File: config.mk
export PLATFORM = sky130hd
export DESIGN_NAME = hw1_result_collector
export DESIGN_NICKNAME = d
export VERILOG_FILES = /design/src/rtl/hw1_result_collector_pkg.sv /design/src/rtl/hw1_result_collector.sv
export SDC_FILE = /design/constraint.sdc
export NUM_CORES = 1
export LEC_CHECK = 0
export ABC_AREA = 1
export ABC_CLOCK_PERIOD_IN_PS = 2800
export CAP_MARGIN = 20
export CORE_MARGIN = 5
export CORE_UTILIZATION = 58
export CTS_BUF_LIST = sky130_fd_sc_hd__clkbuf_2
export DETAILED_ROUTE_END_ITERATION = 16
export PLACE_DENSITY_LB_ADDON = 0.2
export SYNTH_ARGS = -nofsm -noshare
export SYNTH_HDL_FRONTEND = slang
export SYNTH_SLANG_ARGS = --single-unit
File: constraint.sdc
create_clock -name clk -period 2.8 [get_ports clk]
set_clock_uncertainty 0.15 [all_clocks]
set_input_delay 0.42 -clock clk [delete_from_list [all_inputs] [get_ports clk]]
set_output_delay 0.42 -clock clk [all_outputs]
set_load 0.01 [all_outputs]
File: src/rtl/hw1_result_collector_pkg.sv
// Shared definitions for the hw1 result collector: FSM state encoding and the default frame width.
package hw1_result_collector_pkg;

    typedef enum logic [1:0] {
        ST_IDLE    = 2'd0,
        ST_COLLECT = 2'd1,
        ST_HOLD    = 2'd2
    } state_t;

    localparam int DEFAULT_WIDTH = 8;

endpackage

File: src/rtl/hw1_result_collector.sv
// Packs WIDTH consecutive hw1 O1 result bits (LSB first) into a word with ones count and sel mode,
// then presents the word on a valid/ready handshake.
module hw1_result_collector
    import hw1_result_collector_pkg::*;
#(
    parameter int WIDTH = DEFAULT_WIDTH,
    localparam int CNT_W = $clog2(WIDTH + 1)
) (
    input  logic             clk,
    input  logic             rst_n,
    input  logic             bit_valid,
    input  logic             bit_in,
    input  logic             bit_sel,
    input  logic             frame_start,
    output logic             out_valid,
    input  logic             out_ready,
    output logic [WIDTH-1:0] out_data,
    output logic [CNT_W-1:0] out_ones,
    output logic             out_mode,
    output logic             drop_err
);

    localparam int IDX_W = (WIDTH > 2) ? $clog2(WIDTH) : 1;
    localparam logic [IDX_W-1:0] LAST_IDX = IDX_W'(WIDTH - 1);

    state_t           state_reg, state_next;
    logic [IDX_W-1:0] idx_reg, idx_next;
    logic [WIDTH-1:0] data_reg, data_next;
    logic [CNT_W-1:0] ones_reg, ones_next;
    logic             mode_reg, mode_next;
    logic             valid_reg, valid_next;
    logic             drop_reg, drop_next;
    logic             restart;
    logic             start_hit;
    logic [CNT_W-1:0] bit_cnt;

    assign start_hit = bit_valid & frame_start;
    assign bit_cnt   = CNT_W'(bit_in);

    always_ff @(posedge clk or negedge rst_n) begin
        if (!rst_n) begin
            state_reg <= ST_IDLE;
            idx_reg   <= '0;
            data_reg  <= '0;
            ones_reg  <= '0;
            mode_reg  <= 1'b0;
            valid_reg <= 1'b0;
            drop_reg  <= 1'b0;
        end else begin
            state_reg <= state_next;
            idx_reg   <= idx_next;
            data_reg  <= data_next;
            ones_reg  <= ones_next;
            mode_reg  <= mode_next;
            valid_reg <= valid_next;
            drop_reg  <= drop_next;
        end
    end

    always_comb begin
        state_next = state_reg;
        idx_next   = idx_reg;
        data_next  = data_reg;
        ones_next  = ones_reg;
        mode_next  = mode_reg;
        valid_next = valid_reg;
        drop_next  = 1'b0;
        restart    = 1'b0;

        unique case (state_reg)
            ST_IDLE: begin
                restart = start_hit;
            end
            ST_COLLECT: begin
                if (bit_valid) begin
                    if (frame_start) begin
                        restart   = 1'b1;
                        drop_next = 1'b1;
                    end else if (bit_sel != mode_reg) begin
                        drop_next  = 1'b1;
                        state_next = ST_IDLE;
                        idx_next   = '0;
                    end else begin
                        data_next[idx_reg] = bit_in;
                        ones_next          = ones_reg + bit_cnt;
                        if (idx_reg == LAST_IDX) begin
                            idx_next   = '0;
                            state_next = ST_HOLD;
                            valid_next = 1'b1;
                        end else begin
                            idx_next = idx_reg + IDX_W'(1);
                        end
                    end
                end
            end
            ST_HOLD: begin
                if (out_ready) begin
                    valid_next = 1'b0;
                    if (start_hit) begin
                        restart = 1'b1;
                    end else begin
                        // word leaves; a stray non-start bit this cycle is still lost
                        state_next = ST_IDLE;
                        drop_next  = bit_valid;
                    end
                end else begin
                    drop_next = bit_valid;
                end
            end
            default: begin
                state_next = ST_IDLE;
                idx_next   = '0;
                valid_next = 1'b0;
            end
        endcase

        if (restart) begin
            data_next  = {{(WIDTH-1){1'b0}}, bit_in};
            ones_next  = bit_cnt;
            mode_next  = bit_sel;
            idx_next   = IDX_W'(1);
            valid_next = 1'b0;
            state_next = ST_COLLECT;
        end
    end

    assign out_valid = valid_reg;
    assign out_data  = data_reg;
    assign out_ones  = ones_reg;
    assign out_mode  = mode_reg;
    assign drop_err  = drop_reg;

endmodule

==> run summary, run 1 <==
DP Wirelength: 1900 µm
Die Ht: 56.1 µm
non-filler cells, final: 215
cell area after synthesis: 1230 µm²
main area contributors after synthesis: dfrtp_1, nand2_1, ha_1
maximum vdd drop: 0.600 mV
setup repair after global routing missed its margin: false
ANT nets after route: 0
antenna cells: 0
Synth area leader: dfrtp_1
Worst EP arrival: 2.34 ns
worst-path maximum fanout: 18
Crit. End Element: flop
Lkg Pwr: 0.766 nW
CTS tree: built
Reg clk slew, reported paths: 0.18 ns
Site Rows: 16
mean post-synth cell area: 7.30 µm²
finished layout cell area: 1450 µm²
fmax: 451 MHz
Placed Area: 1440 µm²
hold buffers post-CTS: 0
DRT Wirelength: 2470 µm
fin nets: 205
Worst path max stage delay: 0.43 ns
final hold viol count: 0
DR iter-0 viols: 24
critical-path cell list: inv_1 > ha_1 > nor2_1 > nand2_1 > nand2_4 > inv_1 > nor2_1 > nand3_1 > nand2_1
Die Width: 56.1 µm
Worst EP required: 2.92 ns
vias after detailed routing: 1,103
Hold WS: 0.355 ns
Tot GR Track Use: 17.4%
Final Wtd Congestion: 0.818
Bufs on Longest Clock Path: 2
pin count of the biggest net entering global routing: 21
crit start category: flop
syn_nets: 184
core area: 2000 µm²
Congestion Overflow GR: 0
vias in the first global route: 1,071
Initial Util: 61.6%
I/O pins: 22
root buffer selected by CTS: clkbuf_2
Place WS: 0.347 ns
H-tree levels: 1
Final WS setup: 0.584 ns
dominant synthesized flop cell: dfrtp_1
Setup Buffers After CTS: 0
Clock Latency Late Sink: 0.31 ns
Synth async-reset ratio: 100%
TritonRoute pass-1 iters: 4
fin crit period: 2.22 ns
count leader, synth: nand2_1
Layout Utilization: 72.6%
endpoints failing setup: 0
Synth warnings: 0
pwr/cell area: 749 nW/µm²
Crit-path slowest cell: dfrtp_1
WL/cell: 11.5 µm
number of flip-flops in the largest register: 8
flops & latches, synth: 20
Syn-to-layout area delta: 17.7%
Crit Path Class: reg -> reg
CTS buffer count: 3
Worst Tran Pin Value: 0.888 ns
setup_tns: 0 ns
Synth cell types: 21
Final Max Slew Viols: 0
max capacitance violation total: 0
min-delay worst type: reg -> reg
DRC errors left: 0
Max transition margin: 40.6%
Mapped Cells: 169
share of layout cells above drive strength 1: 5.85%
vias per cell: 5.13
Post-synth EDFFs: 0
placed cell count: 212
Total Power: 1.09 mW
outcome: complete, no violations
die area: 3150 µm²
Clock Sinks: 20
first-pass GRT wire length: 4530 µm
Seq/Total Area, Yosys: 40.6%
# fillers: 157
Final period util: 79.2%
initial antenna violation count: 0
most frequent cells after synthesis: nand2_1, dfrtp_1, nand3_1
cts repair resizes: 0
PortBufs: 21
Yosys top cell area share: 40.6%
## critical path: cells and delay by family (launching register included)
family,cells,cell delay [ns]
simple gates,6,1.03
flops,1,0.43
fa+ha+maj,1,0.29
buf+inv,2,0.27
## power breakdown
group          leakage, nW  total [mW]  switching, mW  internal (mW)
sequential           0.270       0.418         0.0600          0.358
clock               0.0125       0.115         0.0859         0.0292
combinational        0.484       0.554          0.324          0.230
total                0.766        1.09          0.470          0.618
## per-layer routing
metal  GRT usage, %  wire, µm
met5              0         0
met2           28.5      1120
met3           3.25       116
met1           22.4      1200
met4           6.78        31
## logic make-up (layout without fill, tap and decap cells)
kind of cell	count (synthesis)	in the layout	synth area share (%)
xor+xnor	1	1	0.710
compound gates	19	19	7.71
buf+inv	21	40	8.11
flops	20	20	40.6
simple gates	100	100	34.8
fa+ha+maj	8	8	8.11
## worst paths after layout
check	endpoint	slack [ns]	cells after the start	from
setup / recovery	out_data[1]	0.58	9	state_reg[1]
hold / removal	out_data[5]	0.35	2	out_data[5]
setup reg to reg	out_data[1]	0.58	9	state_reg[1]
hold reg to reg	out_data[5]	0.35	2	out_data[5]
max in group asynchronous	out_mode	1.53	1	rst_n
min in group asynchronous	idx_reg[0]	0.43	1	rst_n
## layout make-up
type / instances / area, µm² / area share [%]
Multi-Input combinational cell: 128 / 633 / 43.6
Sequential cell: 20 / 500 / 34.5
Timing Repair Buffer: 21 / 210 / 14.5
Inverter: 16 / 60.1 / 4.13
Tap cell: 27 / 33.8 / 2.33
Clock buffer: 3 / 15.0 / 1.03
## placed cells by master, fill, tap and decap left out, types with 2 or more instances in the layout
cell             instances
o21ai_1                  7
ha_1                     8
nand2_1                 54
clkdlybuf4s50_1         21
nand3_1                 19
nand2_2                  2
dfrtp_1                 20
inv_1                   15
o21ai_0                  8
a21oi_1                  4
or2_2                    2
nor2_1                  18
clkbuf_2                 3
No activity file was read; power rests on OpenSTA's default activity.
==> inputs of run 2 (changes only) <==
- ABC_CLOCK_PERIOD_IN_PS: 2800 -> 2300
- CORE_UTILIZATION: 58 -> 54
- clock period: 2.8 -> 2.3 ns (I/O delays scaled with it)
==> run 2 against run 1 <==
  * Cell count grew 2.3%
  * Die area rose by 6.1%
  * Total power is 22% higher
  * Combinational power up 22%
  * Routed wire length is 3.9% higher
  * Clock power rose by 17%
  * Register-to-register slack lost 0.33 ns
  * Sequential cell count is the same
  * Setup slack got worse by 0.33 ns
  * Sequential share of layout area is 0.78 points lower
  * Global-route usage is 0.27 points higher
  * Critical path depth up 1
  * Critical endpoint is now out_data[5]
  * Highest routed layer unchanged
==> run summary, run 2 (synthesized netlist as in run 1, its figures left out) <==
Worst Tran Pin Value: 0.306 ns (was 0.888 ns)
DR iter-0 viols: 20 (was 24)
outcome: complete, no violations (unchanged)
max capacitance violation total: 0 (unchanged)
Setup Buffers After CTS: 0 (unchanged)
combinational fraction of design power: 51.2% (was 51.0%)
cts repair resizes: 0 (unchanged)
Bufs on Longest Clock Path: 2 (unchanged)
Die Width: 57.8 µm (was 56.1 µm)
H-tree levels: 1 (unchanged)
most frequent cells in the layout: nand2_1, clkdlybuf4s50_1, dfrtp_1 (unchanged)
WL/cell: 11.7 µm (was 11.5 µm)
maximum vdd drop: 0.595 mV (was 0.600 mV)
antenna cells: 0 (unchanged)
first-pass GRT wire length: 4640 µm (was 4530 µm)
Hold WS: 0.199 ns (was 0.355 ns)
endpoints failing setup: 0 (unchanged)
Clock Sinks: 20 (unchanged)
Syn-to-layout area delta: 20.5% (was 17.7%)
vias after detailed routing: 1,153 (was 1,103)
I/O pins: 22 (unchanged)
DP Wirelength: 2030 µm (was 1900 µm)
DRT Wirelength: 2570 µm (was 2470 µm)
setup_tns: 0 ns (unchanged)
Final period util: 89.2% (was 79.2%)
ANT nets after route: 0 (unchanged)
Clock Power Share: 10.1% (was 10.6%)
Final Wtd Congestion: 0.787 (was 0.818)
pin count of the biggest net entering global routing: 21 (unchanged)
TritonRoute pass-1 iters: 4 (unchanged)
share of layout cells above drive strength 1: 8.33% (was 5.85%)
Site Rows: 17 (was 16)
Sequential Power Share: 38.7% (was 38.5%)
DRC errors left: 0 (unchanged)
crit start category: flop (unchanged)
die area: 3340 µm² (was 3150 µm²)
P_sw: 564 µW (was 470 µW)
Worst EP arrival: 2.10 ns (was 2.34 ns)
Max transition margin: 79.6% (was 40.6%)
CTS buffer count: 3 (unchanged)
final hold viol count: 0 (unchanged)
vias in the first global route: 1,122 (was 1,071)
Initial Util: 56.3% (was 61.6%)
Sw Ratio: 42.6% (was 43.2%)
pwr/cell area: 889 nW/µm² (was 749 nW/µm²)
Die Ht: 57.8 µm (was 56.1 µm)
Crit Path Class: reg -> reg (unchanged)
setup repair after global routing missed its margin: false (unchanged)
PortBufs: 21 (unchanged)
Worst EP required: 2.35 ns (was 2.92 ns)
root buffer selected by CTS: clkbuf_2 (unchanged)
CTS tree: built (unchanged)
Lkg Pwr: 0.784 nW (was 0.766 nW)
most common cell after layout, fill and taps aside: nand2_1 (unchanged)
fin nets: 209 (was 205)
Reg clk slew, reported paths: 0.17 ns (was 0.18 ns)
Tot GR Track Use: 17.7% (was 17.4%)
Layout Utilization: 67.8% (was 72.6%)
vias per cell: 5.24 (was 5.13)
fmax: 488 MHz (was 451 MHz)
Final Max Slew Viols: 0 (unchanged)
core area: 2190 µm² (was 2000 µm²)
Internal: 758 µW (was 618 µW)
initial antenna violation count: 0 (unchanged)
Clock Latency Late Sink: 0.29 ns (was 0.31 ns)
hold buffers post-CTS: 0 (unchanged)
fin crit period: 2.05 ns (was 2.22 ns)
R2R depth: 10 (was 9)
min-delay worst type: in -> async (was reg -> reg)
worst-path maximum fanout: 18 (unchanged)
Crit. End Element: flop (unchanged)
Congestion Overflow GR: 0 (unchanged)
number of flip-flops in the largest register: 8 (unchanged)
[run 2: area by class of cell]
type                    count  area, µm²
clock buffers               3       15.0
fillers                   190        704
flip-flops and latches     20        500
multi-input cells         128        636
well taps                  28       35.0
repair buffers             25        240
inverters                  16       60.1
[run 2: per-layer routing]
layer	wire length [µm]	GRT usage (%)
met4	35	7.95
met3	139	3.56
met2	1250	28.4
met1	1150	22.9
met5	0	0
[run 2: worst paths after layout]
check | slack, ns | endpoint | start
worst min-delay path | 0.20 | out_data[1] | rst_n
min in group clk | 0.35 | out_data[0] | out_data[0]
worst max register to register | 0.25 | out_data[5] | state_reg[1]
worst min register to register | 0.35 | out_data[0] | out_data[0]
max in group asynchronous | 1.60 | out_mode | rst_n
worst max-delay path | 0.25 | out_data[5] | state_reg[1]
[run 2: metrics by stage]
step | power (mW) | area [µm²] | instances | setup WS, ns
6_report | 1.32 | 1490 | 220 | 0.249
5_1_grt | 1.47 | 1490 | 220 | 0.0812
4_1_cts | 1.33 | 1480 | 220 | 0.156
3_5_place_dp | 1.20 | 1470 | 217 | 0.159
3_3_place_gp | 1.18 | 1470 | 217 | 0.266
2_1_floorplan | 0.963 | 1230 | 169 | 0.588
[run 2: critical path, cell delays in order (launching register included)]
cell	delay [ns]
dfrtp_1	0.44
inv_1	0.10
ha_1	0.30
nor2_1	0.07
nand2_1	0.11
nand2_4	0.14
nand2_2	0.10
nand3_2	0.14
buf_4	0.21
o21ai_1	0.12
nand2_1	0.08
[run 2: power groups by stage]
stage                     clock network (mW)  logic, mW  registers [mW]
after floorplan                            0      0.427           0.536
after global placement                     0      0.662           0.514
after detailed placement                   0      0.675           0.520
after CTS                              0.139      0.682           0.512
after global routing                   0.162      0.778           0.529
final                                  0.134      0.677           0.511
